## config.mk

```make
export PLATFORM = sky130hd
export DESIGN_NAME = axi4_lite_reg_bank_flat
export DESIGN_NICKNAME = d
export VERILOG_FILES = /design/src/rtl/axi4_lite_reg_bank_if.sv /design/src/rtl/axi4_lite_reg_bank.sv /design/src/flat_wrapper.sv
export SDC_FILE = /design/constraint.sdc
export NUM_CORES = 1
export LEC_CHECK = 0
export ABC_AREA = 1
export CELL_PAD_IN_SITES_DETAIL_PLACEMENT = 0
export CELL_PAD_IN_SITES_GLOBAL_PLACEMENT = 1
export CORE_AREA = 2 2 259 261
export CTS_BUF_LIST = sky130_fd_sc_hd__clkbuf_8
export DETAILED_ROUTE_END_ITERATION = 8
export DIE_AREA = 0 0 261 263
export GPL_TIMING_DRIVEN = 0
export PLACE_DENSITY = 0.73
export SKIP_LAST_GASP = 1
export SYNTH_ARGS = -nofsm -noshare
export SYNTH_HDL_FRONTEND = slang
export SYNTH_SLANG_ARGS = --single-unit
```

## constraint.sdc

```tcl
create_clock -name i_clk -period 3 [get_ports i_clk]
set_clock_uncertainty 0.05 [all_clocks]
set_input_delay 0.6 -clock i_clk [delete_from_list [all_inputs] [get_ports i_clk]]
set_output_delay 0.6 -clock i_clk [all_outputs]
set_load 0.02 [all_outputs]
```

## src/rtl/axi4_lite_reg_bank_if.sv

```systemverilog
// axi4_lite_if: AXI4-Lite bundle shared by a master and a slave.
// Ports: none; signals grouped into slv_port (slave side) and mst_port (master side) modports.
interface axi4_lite_if #(
    parameter int ADDR_W = 32,
    parameter int DATA_W = 32
) ();
    logic [ADDR_W-1:0]   awaddr;
    logic                awvalid;
    logic                awready;
    logic [DATA_W-1:0]   wdata;
    logic [DATA_W/8-1:0] wstrb;
    logic                wvalid;
    logic                wready;
    logic [1:0]          bresp;
    logic                bvalid;
    logic                bready;
    logic [ADDR_W-1:0]   araddr;
    logic                arvalid;
    logic                arready;
    logic [DATA_W-1:0]   rdata;
    logic [1:0]          rresp;
    logic                rvalid;
    logic                rready;

    modport slv_port (
        input  awaddr, awvalid, wdata, wstrb, wvalid, bready, araddr, arvalid, rready,
        output awready, wready, bresp, bvalid, arready, rdata, rresp, rvalid
    );

    modport mst_port (
        output awaddr, awvalid, wdata, wstrb, wvalid, bready, araddr, arvalid, rready,
        input  awready, wready, bresp, bvalid, arready, rdata, rresp, rvalid
    );
endinterface

```

## src/rtl/axi4_lite_reg_bank.sv

```systemverilog
// axi4_lite_reg_bank: AXI4-Lite slave with NUM_REGS RW/RO registers and per-register access pulses.
// Ports: i_clk, i_async_rst_n (async, active-low), if_s_axi4_lite (AXI4-Lite slave),
//        o_regs (flattened RW values, RO slots 0), i_ro_vals (RO read values),
//        o_wr_pulse / o_rd_pulse (one-cycle per-register access strobes).
module axi4_lite_reg_bank #(
    parameter int AXI4_LITE_ADDR_BIT_WIDTH = 32,
    parameter int AXI4_LITE_DATA_BIT_WIDTH = 32,
    parameter int NUM_REGS = 8,
    parameter logic [NUM_REGS-1:0] RO_MASK = '0,
    parameter logic [NUM_REGS*AXI4_LITE_DATA_BIT_WIDTH-1:0] RST_VALS = '0
) (
    input  logic                                         i_clk,
    input  logic                                         i_async_rst_n,
    axi4_lite_if.slv_port                                if_s_axi4_lite,
    output logic [NUM_REGS*AXI4_LITE_DATA_BIT_WIDTH-1:0] o_regs,
    input  logic [NUM_REGS*AXI4_LITE_DATA_BIT_WIDTH-1:0] i_ro_vals,
    output logic [NUM_REGS-1:0]                          o_wr_pulse,
    output logic [NUM_REGS-1:0]                          o_rd_pulse
);
    localparam int AW  = AXI4_LITE_ADDR_BIT_WIDTH;
    localparam int DW  = AXI4_LITE_DATA_BIT_WIDTH;
    localparam int OFF = $clog2(DW / 8);
    localparam int IW  = NUM_REGS > 1 ? $clog2(NUM_REGS) : 1;

    logic            rdy_q, rdy_d;
    logic            aw_held_q, aw_held_d, w_held_q, w_held_d;
    logic [AW-1:0]   awaddr_q, awaddr_d;
    logic [DW-1:0]   wdata_q, wdata_d;
    logic [DW/8-1:0] wstrb_q, wstrb_d;
    logic            bvalid_q, bvalid_d, rvalid_q, rvalid_d;
    logic [1:0]      bresp_q, bresp_d, rresp_q, rresp_d;
    logic [DW-1:0]   rdata_q, rdata_d;
    logic [DW-1:0]   regs_q [NUM_REGS];
    logic [DW-1:0]   regs_d [NUM_REGS];
    logic [DW-1:0]   ro_arr [NUM_REGS];
    logic [NUM_REGS-1:0] wr_pulse_q, wr_pulse_d, rd_pulse_q, rd_pulse_d;

    logic            aw_hs, w_hs, ar_hs, commit, w_in, w_ok, r_in;
    logic [AW-1:0]   w_addr, w_idx, r_idx;
    logic [DW-1:0]   w_data;
    logic [DW/8-1:0] w_strb;
    logic [IW-1:0]   w_slot, r_slot;

    // rdy_q keeps every ready low until the first edge after reset release
    assign if_s_axi4_lite.awready = rdy_q & ~aw_held_q & ~bvalid_q;
    assign if_s_axi4_lite.wready  = rdy_q & ~w_held_q & ~bvalid_q;
    assign if_s_axi4_lite.arready = rdy_q & ~rvalid_q;
    assign if_s_axi4_lite.bvalid  = bvalid_q;
    assign if_s_axi4_lite.bresp   = bresp_q;
    assign if_s_axi4_lite.rvalid  = rvalid_q;
    assign if_s_axi4_lite.rresp   = rresp_q;
    assign if_s_axi4_lite.rdata   = rdata_q;
    assign o_wr_pulse = wr_pulse_q;
    assign o_rd_pulse = rd_pulse_q;

    for (genvar g = 0; g < NUM_REGS; g++) begin : g_slot
        assign o_regs[g*DW +: DW] = regs_q[g];
        assign ro_arr[g] = i_ro_vals[g*DW +: DW];
    end

    assign aw_hs  = if_s_axi4_lite.awvalid & if_s_axi4_lite.awready;
    assign w_hs   = if_s_axi4_lite.wvalid & if_s_axi4_lite.wready;
    assign ar_hs  = if_s_axi4_lite.arvalid & if_s_axi4_lite.arready;
    // the second of the AW/W halves (or both together) completes the write
    assign commit = (aw_hs | aw_held_q) & (w_hs | w_held_q);
    assign w_addr = aw_held_q ? awaddr_q : if_s_axi4_lite.awaddr;
    assign w_data = w_held_q ? wdata_q : if_s_axi4_lite.wdata;
    assign w_strb = w_held_q ? wstrb_q : if_s_axi4_lite.wstrb;
    assign w_idx  = w_addr >> OFF;
    assign r_idx  = if_s_axi4_lite.araddr >> OFF;
    assign w_slot = w_idx[IW-1:0];
    assign r_slot = r_idx[IW-1:0];
    assign w_in   = w_idx < AW'(NUM_REGS);
    assign r_in   = r_idx < AW'(NUM_REGS);
    assign w_ok   = w_in && !RO_MASK[w_slot];

    always_comb begin
        rdy_d      = 1'b1;
        aw_held_d  = aw_held_q;
        awaddr_d   = awaddr_q;
        w_held_d   = w_held_q;
        wdata_d    = wdata_q;
        wstrb_d    = wstrb_q;
        bvalid_d   = bvalid_q & ~if_s_axi4_lite.bready;
        bresp_d    = bresp_q;
        regs_d     = regs_q;
        wr_pulse_d = '0;
        if (aw_hs && !commit) begin
            aw_held_d = 1'b1;
            awaddr_d  = if_s_axi4_lite.awaddr;
        end
        if (w_hs && !commit) begin
            w_held_d = 1'b1;
            wdata_d  = if_s_axi4_lite.wdata;
            wstrb_d  = if_s_axi4_lite.wstrb;
        end
        if (commit) begin
            aw_held_d = 1'b0;
            w_held_d  = 1'b0;
            bvalid_d  = 1'b1;
            bresp_d   = w_ok ? 2'b00 : 2'b10;
            if (w_ok) begin
                wr_pulse_d[w_slot] = 1'b1;
                for (int b = 0; b < DW / 8; b++)
                    if (w_strb[b]) regs_d[w_slot][b*8 +: 8] = w_data[b*8 +: 8];
            end
        end
    end

    // reads sample regs_q, so a same-cycle write commit is not visible yet
    always_comb begin
        rvalid_d   = rvalid_q & ~if_s_axi4_lite.rready;
        rdata_d    = rdata_q;
        rresp_d    = rresp_q;
        rd_pulse_d = '0;
        if (ar_hs) begin
            rvalid_d = 1'b1;
            rdata_d  = r_in ? (RO_MASK[r_slot] ? ro_arr[r_slot] : regs_q[r_slot]) : '0;
            rresp_d  = r_in ? 2'b00 : 2'b10;
            if (r_in) rd_pulse_d[r_slot] = 1'b1;
        end
    end

    always_ff @(posedge i_clk or negedge i_async_rst_n) begin
        if (!i_async_rst_n) begin
            rdy_q      <= 1'b0;
            aw_held_q  <= 1'b0;
            awaddr_q   <= '0;
            w_held_q   <= 1'b0;
            wdata_q    <= '0;
            wstrb_q    <= '0;
            bvalid_q   <= 1'b0;
            bresp_q    <= 2'b00;
            rvalid_q   <= 1'b0;
            rdata_q    <= '0;
            rresp_q    <= 2'b00;
            wr_pulse_q <= '0;
            rd_pulse_q <= '0;
            for (int i = 0; i < NUM_REGS; i++)
                regs_q[i] <= RO_MASK[i] ? '0 : RST_VALS[i*DW +: DW];
        end else begin
            rdy_q      <= rdy_d;
            aw_held_q  <= aw_held_d;
            awaddr_q   <= awaddr_d;
            w_held_q   <= w_held_d;
            wdata_q    <= wdata_d;
            wstrb_q    <= wstrb_d;
            bvalid_q   <= bvalid_d;
            bresp_q    <= bresp_d;
            rvalid_q   <= rvalid_d;
            rdata_q    <= rdata_d;
            rresp_q    <= rresp_d;
            wr_pulse_q <= wr_pulse_d;
            rd_pulse_q <= rd_pulse_d;
            regs_q     <= regs_d;
        end
    end
endmodule

```

## src/flat_wrapper.sv

```systemverilog
// flat-port wrapper written by rule: the top's interface ports become plain ports
module axi4_lite_reg_bank_flat 
#(
    parameter int AXI4_LITE_ADDR_BIT_WIDTH = 32,
    parameter int AXI4_LITE_DATA_BIT_WIDTH = 32,
    parameter int NUM_REGS = 8,
    parameter logic [NUM_REGS-1:0] RO_MASK = '0,
    parameter logic [NUM_REGS*AXI4_LITE_DATA_BIT_WIDTH-1:0] RST_VALS = '0
)
  (i_clk, i_async_rst_n, o_regs, i_ro_vals, o_wr_pulse, o_rd_pulse, if_s_axi4_lite_awaddr, if_s_axi4_lite_awvalid, if_s_axi4_lite_wdata, if_s_axi4_lite_wstrb, if_s_axi4_lite_wvalid, if_s_axi4_lite_bready, if_s_axi4_lite_araddr, if_s_axi4_lite_arvalid, if_s_axi4_lite_rready, if_s_axi4_lite_awready, if_s_axi4_lite_wready, if_s_axi4_lite_bresp, if_s_axi4_lite_bvalid, if_s_axi4_lite_arready, if_s_axi4_lite_rdata, if_s_axi4_lite_rresp, if_s_axi4_lite_rvalid);
  axi4_lite_if #(.ADDR_W(32), .DATA_W(32)) if_s_axi4_lite_i ();
  input  logic i_clk;
  input  logic i_async_rst_n;
  output logic [NUM_REGS*AXI4_LITE_DATA_BIT_WIDTH-1:0] o_regs;
  input  logic [NUM_REGS*AXI4_LITE_DATA_BIT_WIDTH-1:0] i_ro_vals;
  output logic [NUM_REGS-1:0] o_wr_pulse;
  output logic [NUM_REGS-1:0] o_rd_pulse;
  input wire logic [$bits(if_s_axi4_lite_i.awaddr)-1:0] if_s_axi4_lite_awaddr;
  input wire logic [$bits(if_s_axi4_lite_i.awvalid)-1:0] if_s_axi4_lite_awvalid;
  input wire logic [$bits(if_s_axi4_lite_i.wdata)-1:0] if_s_axi4_lite_wdata;
  input wire logic [$bits(if_s_axi4_lite_i.wstrb)-1:0] if_s_axi4_lite_wstrb;
  input wire logic [$bits(if_s_axi4_lite_i.wvalid)-1:0] if_s_axi4_lite_wvalid;
  input wire logic [$bits(if_s_axi4_lite_i.bready)-1:0] if_s_axi4_lite_bready;
  input wire logic [$bits(if_s_axi4_lite_i.araddr)-1:0] if_s_axi4_lite_araddr;
  input wire logic [$bits(if_s_axi4_lite_i.arvalid)-1:0] if_s_axi4_lite_arvalid;
  input wire logic [$bits(if_s_axi4_lite_i.rready)-1:0] if_s_axi4_lite_rready;
  output wire logic [$bits(if_s_axi4_lite_i.awready)-1:0] if_s_axi4_lite_awready;
  output wire logic [$bits(if_s_axi4_lite_i.wready)-1:0] if_s_axi4_lite_wready;
  output wire logic [$bits(if_s_axi4_lite_i.bresp)-1:0] if_s_axi4_lite_bresp;
  output wire logic [$bits(if_s_axi4_lite_i.bvalid)-1:0] if_s_axi4_lite_bvalid;
  output wire logic [$bits(if_s_axi4_lite_i.arready)-1:0] if_s_axi4_lite_arready;
  output wire logic [$bits(if_s_axi4_lite_i.rdata)-1:0] if_s_axi4_lite_rdata;
  output wire logic [$bits(if_s_axi4_lite_i.rresp)-1:0] if_s_axi4_lite_rresp;
  output wire logic [$bits(if_s_axi4_lite_i.rvalid)-1:0] if_s_axi4_lite_rvalid;
  assign if_s_axi4_lite_i.awaddr = if_s_axi4_lite_awaddr;
  assign if_s_axi4_lite_i.awvalid = if_s_axi4_lite_awvalid;
  assign if_s_axi4_lite_i.wdata = if_s_axi4_lite_wdata;
  assign if_s_axi4_lite_i.wstrb = if_s_axi4_lite_wstrb;
  assign if_s_axi4_lite_i.wvalid = if_s_axi4_lite_wvalid;
  assign if_s_axi4_lite_i.bready = if_s_axi4_lite_bready;
  assign if_s_axi4_lite_i.araddr = if_s_axi4_lite_araddr;
  assign if_s_axi4_lite_i.arvalid = if_s_axi4_lite_arvalid;
  assign if_s_axi4_lite_i.rready = if_s_axi4_lite_rready;
  assign if_s_axi4_lite_awready = if_s_axi4_lite_i.awready;
  assign if_s_axi4_lite_wready = if_s_axi4_lite_i.wready;
  assign if_s_axi4_lite_bresp = if_s_axi4_lite_i.bresp;
  assign if_s_axi4_lite_bvalid = if_s_axi4_lite_i.bvalid;
  assign if_s_axi4_lite_arready = if_s_axi4_lite_i.arready;
  assign if_s_axi4_lite_rdata = if_s_axi4_lite_i.rdata;
  assign if_s_axi4_lite_rresp = if_s_axi4_lite_i.rresp;
  assign if_s_axi4_lite_rvalid = if_s_axi4_lite_i.rvalid;
  axi4_lite_reg_bank #(.AXI4_LITE_ADDR_BIT_WIDTH(AXI4_LITE_ADDR_BIT_WIDTH), .AXI4_LITE_DATA_BIT_WIDTH(AXI4_LITE_DATA_BIT_WIDTH), .NUM_REGS(NUM_REGS), .RO_MASK(RO_MASK), .RST_VALS(RST_VALS)) u_core (.i_clk(i_clk), .i_async_rst_n(i_async_rst_n), .if_s_axi4_lite(if_s_axi4_lite_i), .o_regs(o_regs), .i_ro_vals(i_ro_vals), .o_wr_pulse(o_wr_pulse), .o_rd_pulse(o_rd_pulse));
endmodule
```

==> run summary <==
CTS Buf Count: 70
DRC viols: 0
Mapped Avg Cell Area: 8.13 sq um
first element of the critical path: if_s_axi4_lite_araddr[4]
post-CTS setup buffers: 0
Post-Syn Area: 18,600 sq um
Clock Sinks: 377
CTS-repair resized insts: 0
initial antenna violation count: 10
DR pass1 iterations: 7
most frequent cell after synthesis: nand2_1
Final ANT Viol Nets: 0
Crit. End Element: flip-flop
first-pass GRT wire length: 131,000 um
Mapped Cells: 2,288
maximum vdd ir drop: 294 uV
Worst Path Required: 3.46 ns
combinational power share: 28.9%
DR WL/cell: 25.0 um
# placed instances: 3,569
Worst Setup EP: u_core.if_s_axi4_lite.rdata[27]
launching point of the worst reg2reg path: u_core.w_held_q
Pwr Density: 607 nW/um^2
grt total ovfl: 0
Hold Vio Cnt, Final: 0
cell depth of the worst setup path: 7
Total Die Area: 68,600 sq um
library cells used by synthesis: 36
slew of the pin with the lowest slew margin: 1.39 ns
Seq pwr share: 38.1%
EDFF count, synth: 0
utilization after layout: 38.6%
Max Cap Viol: 0
outcome: completed
worst rel slew slack: 6.84%
RSZ-0062 raised after global routing: false
Final Critical Period: 2.95 ns
worst r2r dst: u_core.o_regs[125]
Total Routed Length: 92,300 um
Core Footprint: 65,600 sq um
Most used DFF post-synth: dfrtp_1
Reg2Reg Setup Slack: 0.21 ns
WP buf/inv: 3
Tcrit/Tclk final: 98.5%
clock-pin slew on the worst setup and hold paths: 0.06 ns
post-layout power: 15.4 mW
crit-path max FO: 10
Layout area overhead: 36.0%
Lkg Pwr: 11.7 nW
CTS tree: built
H-Tree Depth: 3
CP Data Arrival Time: 3.41 ns
Switch Pwr: 6.14 mW
fin worst setup slack: 0.0461 ns
initial drt markers: 1,828
Max Clk Rate: 339 MHz
Synth area leader: dfrtp_1
Power Internal: 9.22 mW
Setup WS pre-CTS: -0.482 ns
sequential fraction of the synthesis area: 50.7%
Setup-failing EPs final: 0
CTS Root Cell: clkbuf_8
synth cell count leaders: 938 x nand2_1, 377 x dfrtp_1, 298 x nand4_1
GRT Resource Usage Total: 26.4%
crit path cell chain: clkdlybuf4s50_1 -> inv_1 -> nor2_1 -> clkbuf_1 -> nand3_1 -> nand4_1 -> o21ai_0
Sw Ratio: 39.9%
Worst path max stage delay: 0.75 ns
Nets: 3,141
Port Buffer Count: 413
largest net degree at the start of global routing: 108
via count: 19.2k
detailed-route vias per instance: 5.20
asr flop ratio synth: 100%
Initial Utilization: 28.4%
chip width: 261 um
Seq cells post-synth: 377
delay-heaviest family, CP: simple AND/OR/NAND/NOR gates
worst r2r path cells: 7
crit path max-delay cell type: nor2_1
fill count: 6,731
vias in the first global route: 18.5k
dpl hpwl: 71,300 um
hold crit path type: flip-flop to flip-flop
top-area cell type share of the netlist area: 50.7%
clk_lat worst skew: 0.67 ns
Die Ht: 263 um
pins over their slew limit: 0
gpl congestion: 0.888
# rows: 94
# hold bufs at CTS: 1
IO Pins: 676
Layout Cells excl Fill: 3,693
layout cell share with drive strength beyond 1: 7.75%
main area contributors after synthesis: dfrtp_1 51%, nand2_1 19%, nand4_1 10%
kind of critical path: input pin to flip-flop
Synth Warn #: 0
nature of the critical path startpoint: input pin
clock share of power: 33.1%
clock buffer depth: 3
-- metal layers --
layer  vias to the layer above  global-route usage (%)  share of wire [%]
li1                       8673                       -                  -
met1                      9402                    38.0                 45
met2                      1003                    39.0                 43
met3                       115                    7.10                 10
met4                         8                    6.82                2.0
met5                         -                       0              0.056
-- through the flow --
| stage | setup TNS [ns] | hold WS [ns] | cell area, sq um |
|---|---|---|---|
| 4_1_cts | 0 | 0.428 | 25300 |
| 6_report | 0 | 0.432 | 25300 |
| 5_1_grt | 0 | 0.452 | 25300 |
| 3_3_place_gp | -5957.19 | 0.417 | 23800 |
| 3_5_place_dp | -12.02 | 0.423 | 23900 |
| 2_1_floorplan | 0 | 0.254 | 18600 |
-- sequential cells by signal, indices dropped and copies added, names as in the netlist --
register	flops
u_core.aw_held_q	1
u_core.awaddr_q	30
u_core.if_s_axi4_lite.bresp	1
u_core.if_s_axi4_lite.bvalid	1
u_core.if_s_axi4_lite.rdata	32
u_core.if_s_axi4_lite.rresp	1
u_core.if_s_axi4_lite.rvalid	1
u_core.o_rd_pulse	8
u_core.o_regs	256
u_core.o_wr_pulse	8
u_core.rdy_q	1
u_core.w_held_q	1
u_core.wdata_q	32
u_core.wstrb_q	4
-- cell usage in the layout (no fill, tap or decap), types with 7 or more instances in the layout --
master	netlist	routed
inv_1	83	100
clkbuf_8	0	85
nand3_4	10	10
o21ai_0	93	93
nand4_1	298	298
clkbuf_1	89	89
clkinv_2	0	10
dfrtp_1	377	377
buf_12	13	13
inv_2	8	8
nand4_4	8	8
clkdlybuf4s50_1	0	412
nand3_1	152	152
buf_6	17	17
mux2_2	7	7
nor3_1	20	20
nand2_1	938	938
nor2_1	78	78
buf_2	28	28
o21ai_1	34	34
-- worst reg2reg max path, delay by kind of cell (launching register included) --
family / cells / cell delay, ns
AND/OR/NAND/NOR: 3 / 0.48
AO/OA/AOI/OAI: 1 / 0.62
buffers and inverters: 3 / 1.21
flip-flops: 1 / 0.35
-- layout make-up --
type / count / area (sq um) / share of cell area [%]
antenna: 5 / 12.5 / 0.0494
buffer: 154 / 975 / 3.85
clock buffer: 85 / 1170 / 4.62
clock inverter: 33 / 205 / 0.811
inverter: 94 / 368 / 1.45
multi-input combinational: 1664 / 7840 / 31.0
sequential: 377 / 9430 / 37.3
tap: 864 / 1080 / 4.27
timing repair buffer: 417 / 4230 / 16.7
-- worst min-delay path by stage --
stage | startpoint | end | slack [ns] | depth (start not counted)
floorplan | i_async_rst_n | u_core.aw_held_q | 0.25 | 0
global placement | u_core.wdata_q[23] | u_core.wdata_q[23] | 0.42 | 2
detailed placement | u_core.if_s_axi4_lite.rdata[28] | u_core.if_s_axi4_lite.rdata[28] | 0.42 | 2
CTS | if_s_axi4_lite_wdata[17] | u_core.wdata_q[17] | 0.43 | 3
global route | u_core.wdata_q[29] | u_core.wdata_q[29] | 0.45 | 2
finish | u_core.if_s_axi4_lite.rdata[28] | u_core.if_s_axi4_lite.rdata[28] | 0.43 | 2
-- kinds of logic (layout without fill, tap and decap cells) --
group / Yosys count / after routing / share of synthesized area (%)
flops: 377 / 377 / 50.7
simple gates: 1516 / 1516 / 37.6
other cells: 2 / 8 / 0.0404
mux: 7 / 7 / 0.424
buf+inv: 248 / 783 / 7.21
compound gates: 138 / 138 / 3.98
-- power by group through the flow --
stage          clock, mW  sequential [mW]  combinational [mW]
5_1_grt             5.38             5.89                4.76
3_5_place_dp           0             5.92                4.37
6_report            5.08             5.85                4.44
3_3_place_gp           0             5.91                4.27
4_1_cts             5.16             5.83                4.38
2_1_floorplan          0             5.87                2.45
Power figures use the tool's default switching activity.
